==> src/rtl/stream_mux_pkg.sv <==
// Shared arbitration-mode constants and the grant-to-index helper for stream_mux.
package stream_mux_pkg;

    localparam int MUX_RR   = 0;
    localparam int MUX_PRIO = 1;
    localparam int MUX_EXT  = 2;

    // Sized for the largest legal N (16); callers truncate the result to their SW.
    function automatic logic [3:0] onehot_to_idx(input logic [15:0] oh);
        logic [3:0] idx;
        idx = '0;
        for (int i = 0; i < 16; i++) begin
            if (oh[i]) idx = idx | 4'(i);
        end
        return idx;
    endfunction

endpackage

==> src/rtl/stream_mux_rr_arbiter.sv <==
// Combinational one-hot grant for stream_mux: round-robin, fixed priority or external select.
module rr_arbiter
    import stream_mux_pkg::*;
#(
    parameter int N    = 4,
    parameter int MODE = MUX_RR,
    localparam int SW  = $clog2(N)
) (
    input  logic [N-1:0]  req,
    input  logic [SW-1:0] ptr,
    input  logic [SW-1:0] sel,
    output logic [N-1:0]  grant
);

    logic [N-1:0] rr_grant;
    logic [N-1:0] pr_grant;
    logic [N-1:0] ex_grant;
    logic         rr_found;
    logic         pr_found;
    int           idx;

    always_comb begin
        rr_grant = '0;
        pr_grant = '0;
        ex_grant = '0;
        rr_found = 1'b0;
        pr_found = 1'b0;
        idx      = 0;
        // Search upward from ptr, wrapping N-1 back to 0.
        for (int k = 0; k < N; k++) begin
            idx = int'(ptr) + k;
            if (idx >= N) idx = idx - N;
            if (!rr_found && req[idx]) begin
                rr_grant[idx] = 1'b1;
                rr_found      = 1'b1;
            end
        end
        for (int k = 0; k < N; k++) begin
            if (!pr_found && req[k]) begin
                pr_grant[k] = 1'b1;
                pr_found    = 1'b1;
            end
        end
        if (int'(sel) < N) ex_grant[sel] = req[sel];
    end

    assign grant = (MODE == MUX_RR)   ? rr_grant :
                   (MODE == MUX_PRIO) ? pr_grant : ex_grant;

endmodule

==> src/rtl/stream_mux.sv <==
// N-channel valid/ready stream multiplexer with a registered output word.
module stream_mux
    import stream_mux_pkg::*;
#(
    parameter int WIDTH = 16,
    parameter int N     = 4,
    parameter int MODE  = MUX_RR,
    localparam int SW   = $clog2(N)
) (
    input  logic                 clk,
    input  logic                 rst_n,
    input  logic [N-1:0]         in_valid,
    input  logic [N*WIDTH-1:0]   in_data,
    output logic [N-1:0]         in_ready,
    input  logic [SW-1:0]        sel,
    output logic                 out_valid,
    output logic [WIDTH-1:0]     out_data,
    output logic [SW-1:0]        out_sel,
    input  logic                 out_ready
);

    logic [N-1:0]     grant;
    logic [SW-1:0]    grant_idx;
    logic [WIDTH-1:0] mux_data;
    logic             load;
    logic             xfer;

    logic             out_valid_q, out_valid_d;
    logic [WIDTH-1:0] out_data_q,  out_data_d;
    logic [SW-1:0]    out_sel_q,   out_sel_d;
    logic [SW-1:0]    ptr_q,       ptr_d;

    rr_arbiter #(.N(N), .MODE(MODE)) u_arb (
        .req   (in_valid),
        .ptr   (ptr_q),
        .sel   (sel),
        .grant (grant)
    );

    // Gating with rst_n keeps pending input words un-accepted while reset is held.
    assign load      = rst_n && (!out_valid_q || out_ready);
    assign in_ready  = grant & {N{load}};
    assign xfer      = |in_ready;
    assign grant_idx = SW'(onehot_to_idx(16'(grant)));

    always_comb begin
        mux_data = '0;
        for (int i = 0; i < N; i++) begin
            mux_data = mux_data | (in_data[i*WIDTH +: WIDTH] & {WIDTH{grant[i]}});
        end
    end

    always_comb begin
        out_valid_d = out_valid_q;
        out_data_d  = out_data_q;
        out_sel_d   = out_sel_q;
        ptr_d       = ptr_q;
        if (xfer) begin
            out_valid_d = 1'b1;
            out_data_d  = mux_data;
            out_sel_d   = grant_idx;
            if (MODE == MUX_RR) begin
                ptr_d = (grant_idx == SW'(N - 1)) ? '0 : grant_idx + SW'(1);
            end
        end else if (out_ready) begin
            out_valid_d = 1'b0;
        end
    end

    always_ff @(posedge clk or negedge rst_n) begin
        if (!rst_n) begin
            out_valid_q <= 1'b0;
            out_data_q  <= '0;
            out_sel_q   <= '0;
            ptr_q       <= '0;
        end else begin
            out_valid_q <= out_valid_d;
            out_data_q  <= out_data_d;
            out_sel_q   <= out_sel_d;
            ptr_q       <= ptr_d;
        end
    end

    assign out_valid = out_valid_q;
    assign out_data  = out_data_q;
    assign out_sel   = out_sel_q;

endmodule

==> config.mk <==
export PLATFORM = sky130hd
export DESIGN_NAME = stream_mux
export DESIGN_NICKNAME = d
export VERILOG_FILES = /design/src/rtl/stream_mux_pkg.sv /design/src/rtl/stream_mux_rr_arbiter.sv /design/src/rtl/stream_mux.sv
export SDC_FILE = /design/constraint.sdc
export NUM_CORES = 1
export LEC_CHECK = 0
export BUFFER_PORTS_ARGS = -buffer_cell sky130_fd_sc_hd__clkbuf_2
export CAP_MARGIN = 30
export CORE_MARGIN = 10
export CORE_UTILIZATION = 46
export DETAILED_ROUTE_END_ITERATION = 7
export PLACE_DENSITY = 0.81
export SYNTH_ARGS = -nofsm -noshare
export SYNTH_HDL_FRONTEND = slang
export SYNTH_SLANG_ARGS = --single-unit
==> constraint.sdc <==
create_clock -name clk -period 3.9 [get_ports clk]
set_input_delay 0.195 -clock clk [delete_from_list [all_inputs] [get_ports clk]]
set_output_delay 0.195 -clock clk [all_outputs]
set_load 0.1 [all_outputs]
==> impl_metrics.toml, run 1 <==
[cells_and_area]
drive_above_1_share_pct = 48.7
multi_input_area_sq_um = 1130
layout_common_cells = "93 x clkbuf_2, 32 x o31ai_1, 21 x inv_1, 21 x dfrtp_1, 18 x o21ai_0"
area_delta_synth_final_pct = 31.5
fin_util_pct = 64.1
final_common_cell = "clkbuf_2"
final_area_sq_um = 2400
seq_area_sq_um = 526
diodes = 0
nets = 357
num-fill-cells = 329

[floorplanning]
rows = 22
start_util_pct = 48.8
ios = 96
die_width_um = 83.0
core_area_sq_um = 3740
die_h_um = 83.0
die_area_sq_um = 6890

[timing]
fin_crit_ps = 3460
fin_setup_tns_ps = 0
finalSetupViolations = 0
slew_violations = 0
skew_ps = 3.85
clock.fmax_mhz = 289
hold_violations = 0
worst_pin_slew_ps = 551
slew-limit-headroom_pct = 62.9
rsz0062_at_grt = "false"
finalCritPeriodShare_pct = 88.7

[drt]
via_count = 1878
routed_wl_um = 5990
drtIter0Drc = 144
vias_per_cell = 5.74
first_pass_iters = 4
post-route-drc-count = 0
routedWlPerCell_um = 18.3
ant_nets = 0

[setup_path]
cp.arrival_ps = 3600
cp_top_family = "multiplexers"
r2r_cells = 9
endpoint_kind = "flop"
reg2reg_from = "ptr_q[0]"
crit_chain = "inv_1, ha_1, mux4_2, nor3b_2, a221o_2, nor2_4, a41oi_4, buf_4, mux2_2"
r2r_slack_ps = 440
cp.buffers_inverters = 2
crit_fanout = 17
cp-start-kind = "flop"
critical_path_class = "flop to flop"
r2r_end = "out_data[10]"
cp_slowest_cell = "dfrtp_1"
max_stage_delay_ps = 580
critPathRequiredTime_ps = 4050

[synth]
syn_inst = 187
synth_area_sq_um = 1830
synth_area_per_cell_sq_um = 9.76
synthDistinctLibCells = 39
synth_nets = 264
async_flop_share_pct = 100
synth-seq-cells = 21
ys_warn_count = 0
synth-main-ff-cell = "dfrtp_1"
synth_edf_count = 0
seq_area_frac_synth_pct = 28.8

[cts]
cts_max_level = 1
cts-root-buf = "clkbuf_8"
clkTransAtPathRegs_ps = 80
clockBufferDepth = 2
cts_buffers = 3
clock_sinks = 21
cts_tree = "built"
clk_latency_ps = 260

[job]
maxCapViolations = 0

[min_path]
holdPathStages = 2
min-delay-start = "out_ready"
hold_end = "out_valid"
hp-class = "input pin to flop"

[grt]
grt_pass1_wl_um = 9930
grt_start_max_net_pins = 23
antenna_found_initial = 0
grt_pass1_vias = 1985
track_usage_pct = 16.6
grt-ovfl-total = 0

[placement]
place.gp.congestion = 0.837
dpl-instance-area_sq_um = 2340
port_buffers = 93
hpwl_um = 4590

[status]
outcome = "completed"
-- repair_timing --
| action | CTS | global route |
|---|---|---|
| setup buffers | 0 | 0 |
| hold buffers | 1 | 0 |
| hold endpoints to repair | 21 | 0 |
| gates resized for setup | 0 | 0 |
-- metal layers --
metal,vias up,global-route usage [%],wire [um]
met2,87,25.5,2800
met4,0,4.92,82
met1,873,21.6,2580
met3,6,5.27,527
li1,912,-,-
met5,-,0,0
-- registers in the layout (all words and copies together) (netlist names) --
name       count
out_valid      1
out_sel        2
ptr_q          2
out_data      16
-- worst max-delay path by stage --
stage             start            to  slack, ps  cells past startpoint
5_1_grt        ptr_q[0]   out_data[2]        170                      9
2_1_floorplan  ptr_q[0]   in_ready[0]        410                      9
6_report       ptr_q[0]  out_data[10]        440                      9
3_3_place_gp   ptr_q[0]   out_data[1]        510                      9
3_5_place_dp   ptr_q[0]   out_data[5]        460                      9
4_1_cts        ptr_q[0]   in_ready[1]        430                      9
-- area by class of cell --
cell class | count | area share, %
timing repair buffer | 105 | 23.3
tap | 48 | 2.50
clock buffer | 3 | 1.72
sequential | 21 | 21.9
multi-input combinational | 128 | 47.1
inverter | 21 | 3.28
clock inverter | 1 | 0.209
-- synthesized netlist by cell type (2+ instances only) --
master      n  area, sq um
a21boi_1    3         22.5
a21oi_1     2         10.0
a22o_1      3         26.3
and2_1      3         18.8
and3b_1     2         17.5
buf_2       3         15.0
clkbuf_1   11         41.3
dfrtp_1    21          526
ha_1        4         50.1
inv_1      21         78.8
mux2_2      7         78.8
mux2_4      9          135
mux4_2      3         67.6
nor2_1      4         15.0
nor3_4      2         32.5
nor3b_1     3         22.5
o2111ai_1  16          140
o21ai_0    18         90.1
o31ai_1    32          240
-- per-stage QoR --
step           worst slack, ps  instances  hold WS [ps]
2_1_floorplan              405        187          -101
3_3_place_gp               505        322           181
3_5_place_dp               464        322           181
4_1_cts                    435        327           115
5_1_grt                    171        327           129
6_report                   441        327           113
-- cells by family (layout without fill, tap and decap cells) --
kind of cell | count (synthesis) | in the layout | synth area share, %
xor gates and xnor gates | 1 | 1 | 0.480
DFF | 21 | 21 | 28.8
AOI/OAI and AO/OA | 84 | 84 | 34.9
adders and majority gates | 4 | 4 | 2.74
muxes | 19 | 19 | 15.4
buffers and inverters | 38 | 130 | 9.25
and+or+nand+nor | 20 | 20 | 8.43
Power of run 1 is left out: the tool's default activity adds up to more than one toggle a clock period on the data nets, which glitch-free logic cannot reach.
==> run 2: changes to the inputs <==
--- a/config.mk
+++ b/config.mk
@@ -11,6 +11,7 @@
 export CORE_UTILIZATION = 46
 export DETAILED_ROUTE_END_ITERATION = 7
 export PLACE_DENSITY = 0.81
+export RECOVER_POWER = 25
 export SYNTH_ARGS = -nofsm -noshare
 export SYNTH_HDL_FRONTEND = slang
 export SYNTH_SLANG_ARGS = --single-unit
==> impl_metrics.toml, run 2 (synthesis results as in run 1) <==
[grt]
grt_start_max_net_pins = 23
grt_pass1_vias = 1985
grt_pass1_wl_um = 9930
antenna_found_initial = 0
grt-ovfl-total = 0
track_usage_pct = 16.6

[cells_and_area]
final_common_cell = "clkbuf_2"
diodes = 0
largest_reg_flops = 16
layout_common_cells = "93 x clkbuf_2, 32 x o31ai_1, 21 x inv_1, 21 x dfrtp_1, 18 x o21ai_0"
num-fill-cells = 331
nets = 357
drive_above_1_share_pct = 48.4
area_delta_synth_final_pct = 31.3
multi_input_area_sq_um = 1130
seq_area_sq_um = 526

[drt]
first_pass_iters = 4
drtIter0Drc = 131
routedWlPerCell_um = 18.4
routed_wl_um = 6020
vias_per_cell = 5.75
post-route-drc-count = 0
ant_nets = 0
via_count = 1880

[setup_path]
critPathRequiredTime_ps = 4050
cp.arrival_ps = 3610
cp-start-kind = "flop"
critical_path_class = "flop to flop"
endpoint_kind = "flop"
crit_start = "ptr_q[0]"
reg2reg_from = "ptr_q[0]"
crit_fanout = 17

[cts]
clockBufferDepth = 2
cts_max_level = 1
clkTransAtPathRegs_ps = 80
clock_sinks = 21
cts-root-buf = "clkbuf_8"
clk_latency_ps = 260
cts_buffers = 3
cts-resized-gates = 0
cts_tree = "built"

[timing]
clock.fmax_mhz = 288
rsz0062_at_grt = "false"
skew_ps = 3.66
fin_setup_tns_ps = 0
worst_pin_slew_ps = 1200
fin_crit_ps = 3470
finalSetupViolations = 0
hold_violations = 0
finalCritPeriodShare_pct = 88.9
slew-limit-headroom_pct = 19.8
slew_violations = 0

[floorplanning]
die_width_um = 83.0
start_util_pct = 48.8
rows = 22
die_h_um = 83.0
die_area_sq_um = 6890
core_area_sq_um = 3740
ios = 96

[job]
maxCapViolations = 0

[min_path]
min-delay-start = "out_ready"
hp-class = "input pin to flop"

[status]
outcome = "completed"

[placement]
hpwl_um = 4590
place.gp.congestion = 0.837
port_buffers = 93
[run 2: cell types whose count changed in the layout (fill, tap and decap cells not counted)]
cell,previous run,this run
clkbuf_1,0,1
buf_4,11,10
[run 2: metrics by stage]
stage / std cells / utilization [%] / setup slack [ps] / hold slack, ps / instance area [sq um]
after global routing: 327 / 64.0 / 171 / 129 / 2400
after CTS: 327 / 64.1 / 435 / 115 / 2400
final: 327 / 64.0 / 433 / 112 / 2400
after floorplan: 187 / - / 405 / -101 / 1830
after global placement: 322 / 62.6 / 505 / 181 / 2340
after detailed placement: 322 / 62.6 / 464 / 181 / 2340
[run 2: cell type report]
| cell class | instances | area share [%] |
|---|---|---|
| Tap cell | 48 | 2.51 |
| Clock buffer | 3 | 1.72 |
| Clock inverter | 1 | 0.209 |
| Timing Repair Buffer | 105 | 23.1 |
| Sequential cell | 21 | 21.9 |
| Inverter | 21 | 3.29 |
| Multi-Input combinational cell | 128 | 47.2 |
[run 2: timing repair]
action / in CTS / in global routing
hold buffers: 1 / 0
setup buffers: 0 / 0
endpoints found under the hold margin: 21 / 0
[run 2: final timing paths]
path / cells past startpoint / slack [ps] / to
max in group asynchronous: 3 / 2390 / ptr_q[1]
min reg2reg: 1 / 510 / out_data[1]
max: 9 / 430 / out_data[10]
min: 2 / 110 / out_valid
min in group asynchronous: 3 / 790 / out_data[7]
max reg2reg: 9 / 430 / out_data[10]
[run 2: metal layers]
layer	wire length [um]	track usage, %	vias up	share of wire [%]
li1	-	-	916	-
met1	2610	21.6	866	43
met2	2770	25.5	92	46
met3	561	5.27	6	9.3
met4	76	4.92	0	1.3
met5	0	0	-	0
[run 2: worst max-delay path, stage by stage, from the launching register on]
cell and delay, ps:
dfrtp_1 580, inv_1 120, ha_1 350, mux4_2 520, nor3b_2 280, a221o_2 440, nor2_4 100, a41oi_4 270
buf_4 320, mux2_2 370
Power of run 2 is left out for the same reason.
==> run 3: changes to the inputs <==
--- a/config.mk
+++ b/config.mk
@@ -5,6 +5,7 @@
 export SDC_FILE = /design/constraint.sdc
 export NUM_CORES = 1
 export LEC_CHECK = 0
+export ABC_AREA = 1
 export BUFFER_PORTS_ARGS = -buffer_cell sky130_fd_sc_hd__clkbuf_2
 export CAP_MARGIN = 30
 export CORE_MARGIN = 10
==> impl_metrics.toml, run 3 <==
[status]
outcome = "completed"

[floorplanning]
die_width_um = 84.4
rows = 23
die_h_um = 84.4
start_util_pct = 47.7
ios = 96
core_area_sq_um = 4000
die_area_sq_um = 7120

[timing]
clock.fmax_mhz = 322
worst_pin_slew_ps = 1120
slew_violations = 0
skew_ps = 5.21
finalSetupViolations = 0
fin_setup_tns_ps = 0
hold_violations = 0
slew-limit-headroom_pct = 25.5
finalCritPeriodShare_pct = 79.5
fin_crit_ps = 3100
rsz0062_at_grt = "false"

[job]
maxCapViolations = 0

[drt]
vias_per_cell = 4.58
routed_wl_um = 5550
drtIter0Drc = 56
first_pass_iters = 4
via_count = 2123
post-route-drc-count = 0
routedWlPerCell_um = 12.0
ant_nets = 0

[setup_path]
max_stage_delay_ps = 570
crit_fanout = 21
cp-start-kind = "flop"
cp.arrival_ps = 3200
critical_path_class = "flop to flop"
crit_top_cell = "nand2_1"
critPathRequiredTime_ps = 4000
cp_top_family = "simple AND/OR/NAND/NOR gates"
crit_chain = "inv_4, ha_1, inv_1, nand3_1, nand2_1, nand3_1, nand2_1, clkinv_1, nand3_2, nor2_2, nand2_1, nand2_1, o21ai_0"
endpoint_kind = "flop"
cp.buffers_inverters = 3
cp_slowest_cell = "dfrtp_1"

[cts]
cts-root-buf = "clkbuf_8"
clkTransAtPathRegs_ps = 80
cts_tree = "built"
cts_buffers = 3
clock_sinks = 21
post_cts_buffers = 0
cts_max_level = 1
clockBufferDepth = 2
cts_hold_buf = 1
cts-resized-gates = 0
clk_latency_ps = 250

[synth]
synth_common_cells = "197 x nand2_1, 44 x inv_1, 21 x dfrtp_1"
synth_edf_count = 0
synthDistinctLibCells = 21
syn_inst = 325
synth_area_sq_um = 1910
ys_warn_count = 0
synth_top_area_cell = "nand2_1"
synth-seq-cells = 21
synth-main-ff-cell = "dfrtp_1"
synth.most_common_cell = "nand2_1"
post-synth-top-area-fraction_pct = 38.8
synth_nets = 402
seq_area_frac_synth_pct = 27.5
async_flop_share_pct = 100
synth_area_per_cell_sq_um = 5.87
synth_area_leaders = "nand2_1 39%, dfrtp_1 28%, inv_1 8.7%"

[cells_and_area]
diodes = 0
seq_area_sq_um = 526
largest_reg_flops = 16
area_delta_synth_final_pct = 26.2
instances_no_fill = 464
drive_above_1_share_pct = 28.0
layout_common_cells = "197 x nand2_1, 92 x clkbuf_2, 44 x inv_1"
multi_input_area_sq_um = 1110
nets = 492
num-fill-cells = 416
final_common_cell = "nand2_1"

[placement]
dp.cells = 459
hpwl_um = 4480
place.gp.congestion = 0.839
port_buffers = 93

[grt]
antenna_found_initial = 0
grt_pass1_wl_um = 9250
grt-ovfl-total = 0
grt_start_max_net_pins = 23
grt_pass1_vias = 2069
track_usage_pct = 14.8

[min_path]
hp-class = "input pin to flop"
## run 3: worst paths after layout
| check | start | to | slack [ps] | cells after the start |
|---|---|---|---|---|
| setup / recovery | ptr_q[0] | out_valid | 800 | 13 |
| hold / removal | out_ready | out_valid | 130 | 2 |
| setup reg to reg | ptr_q[0] | out_valid | 800 | 13 |
| hold reg to reg | out_sel[1] | out_sel[1] | 480 | 2 |
| max in group asynchronous | rst_n | out_data[1] | 2550 | 2 |
| min in group asynchronous | rst_n | out_data[3] | 690 | 2 |
## run 3: metrics by stage
stage / worst slack (ps) / cell area (sq um) / hold WS, ps / utilization, %
after floorplan: 605 / 1910 / -101 / -
after global placement: 836 / 2350 / 190 / 58.8
after detailed placement: 794 / 2350 / 203 / 58.8
after CTS: 777 / 2410 / 130 / 60.2
after global routing: 446 / 2410 / 128 / 60.2
final: 799 / 2410 / 129 / 60.2
## run 3: worst register-to-register path, cell delays in order, from the launching register on
cell and delay (ps):
dfrtp_1 570, inv_4 110, ha_1 360, inv_1 80
nand3_1 80, nand2_1 100, nand3_1 90, nand2_1 60
clkinv_1 60, nand3_2 380, nor2_2 280, nand2_1 70
nand2_1 510, o21ai_0 190
## run 3: logic make-up after synthesis
logic type,count (synthesis),share of synthesized area [%]
AND/OR/NAND/NOR,233,52.5
flip-flops,21,27.5
AO/OA/AOI/OAI,9,2.82
adder cells (fa/ha/maj),4,2.62
buffers and inverters,58,14.5
## run 3: cell type report
cell class | count | share of cell area (%)
Inverter | 47 | 7.43
Tap cell | 50 | 2.60
Clock buffer | 4 | 1.87
Multi-Input combinational cell | 246 | 45.9
Sequential cell | 21 | 21.8
Timing Repair Buffer | 96 | 20.3
## run 3: layer usage
metal / vias up / track usage, % / routed length [um] / share of wire (%)
met2: 66 / 26.1 / 2740 / 49
met5: - / 0 / 0 / 0
li1: 1138 / - / - / -
met1: 915 / 17.3 / 2420 / 44
met3: 4 / 3.38 / 336 / 6.1
met4: 0 / 4.49 / 56 / 1.0
Power of run 3 is left out for the same reason.
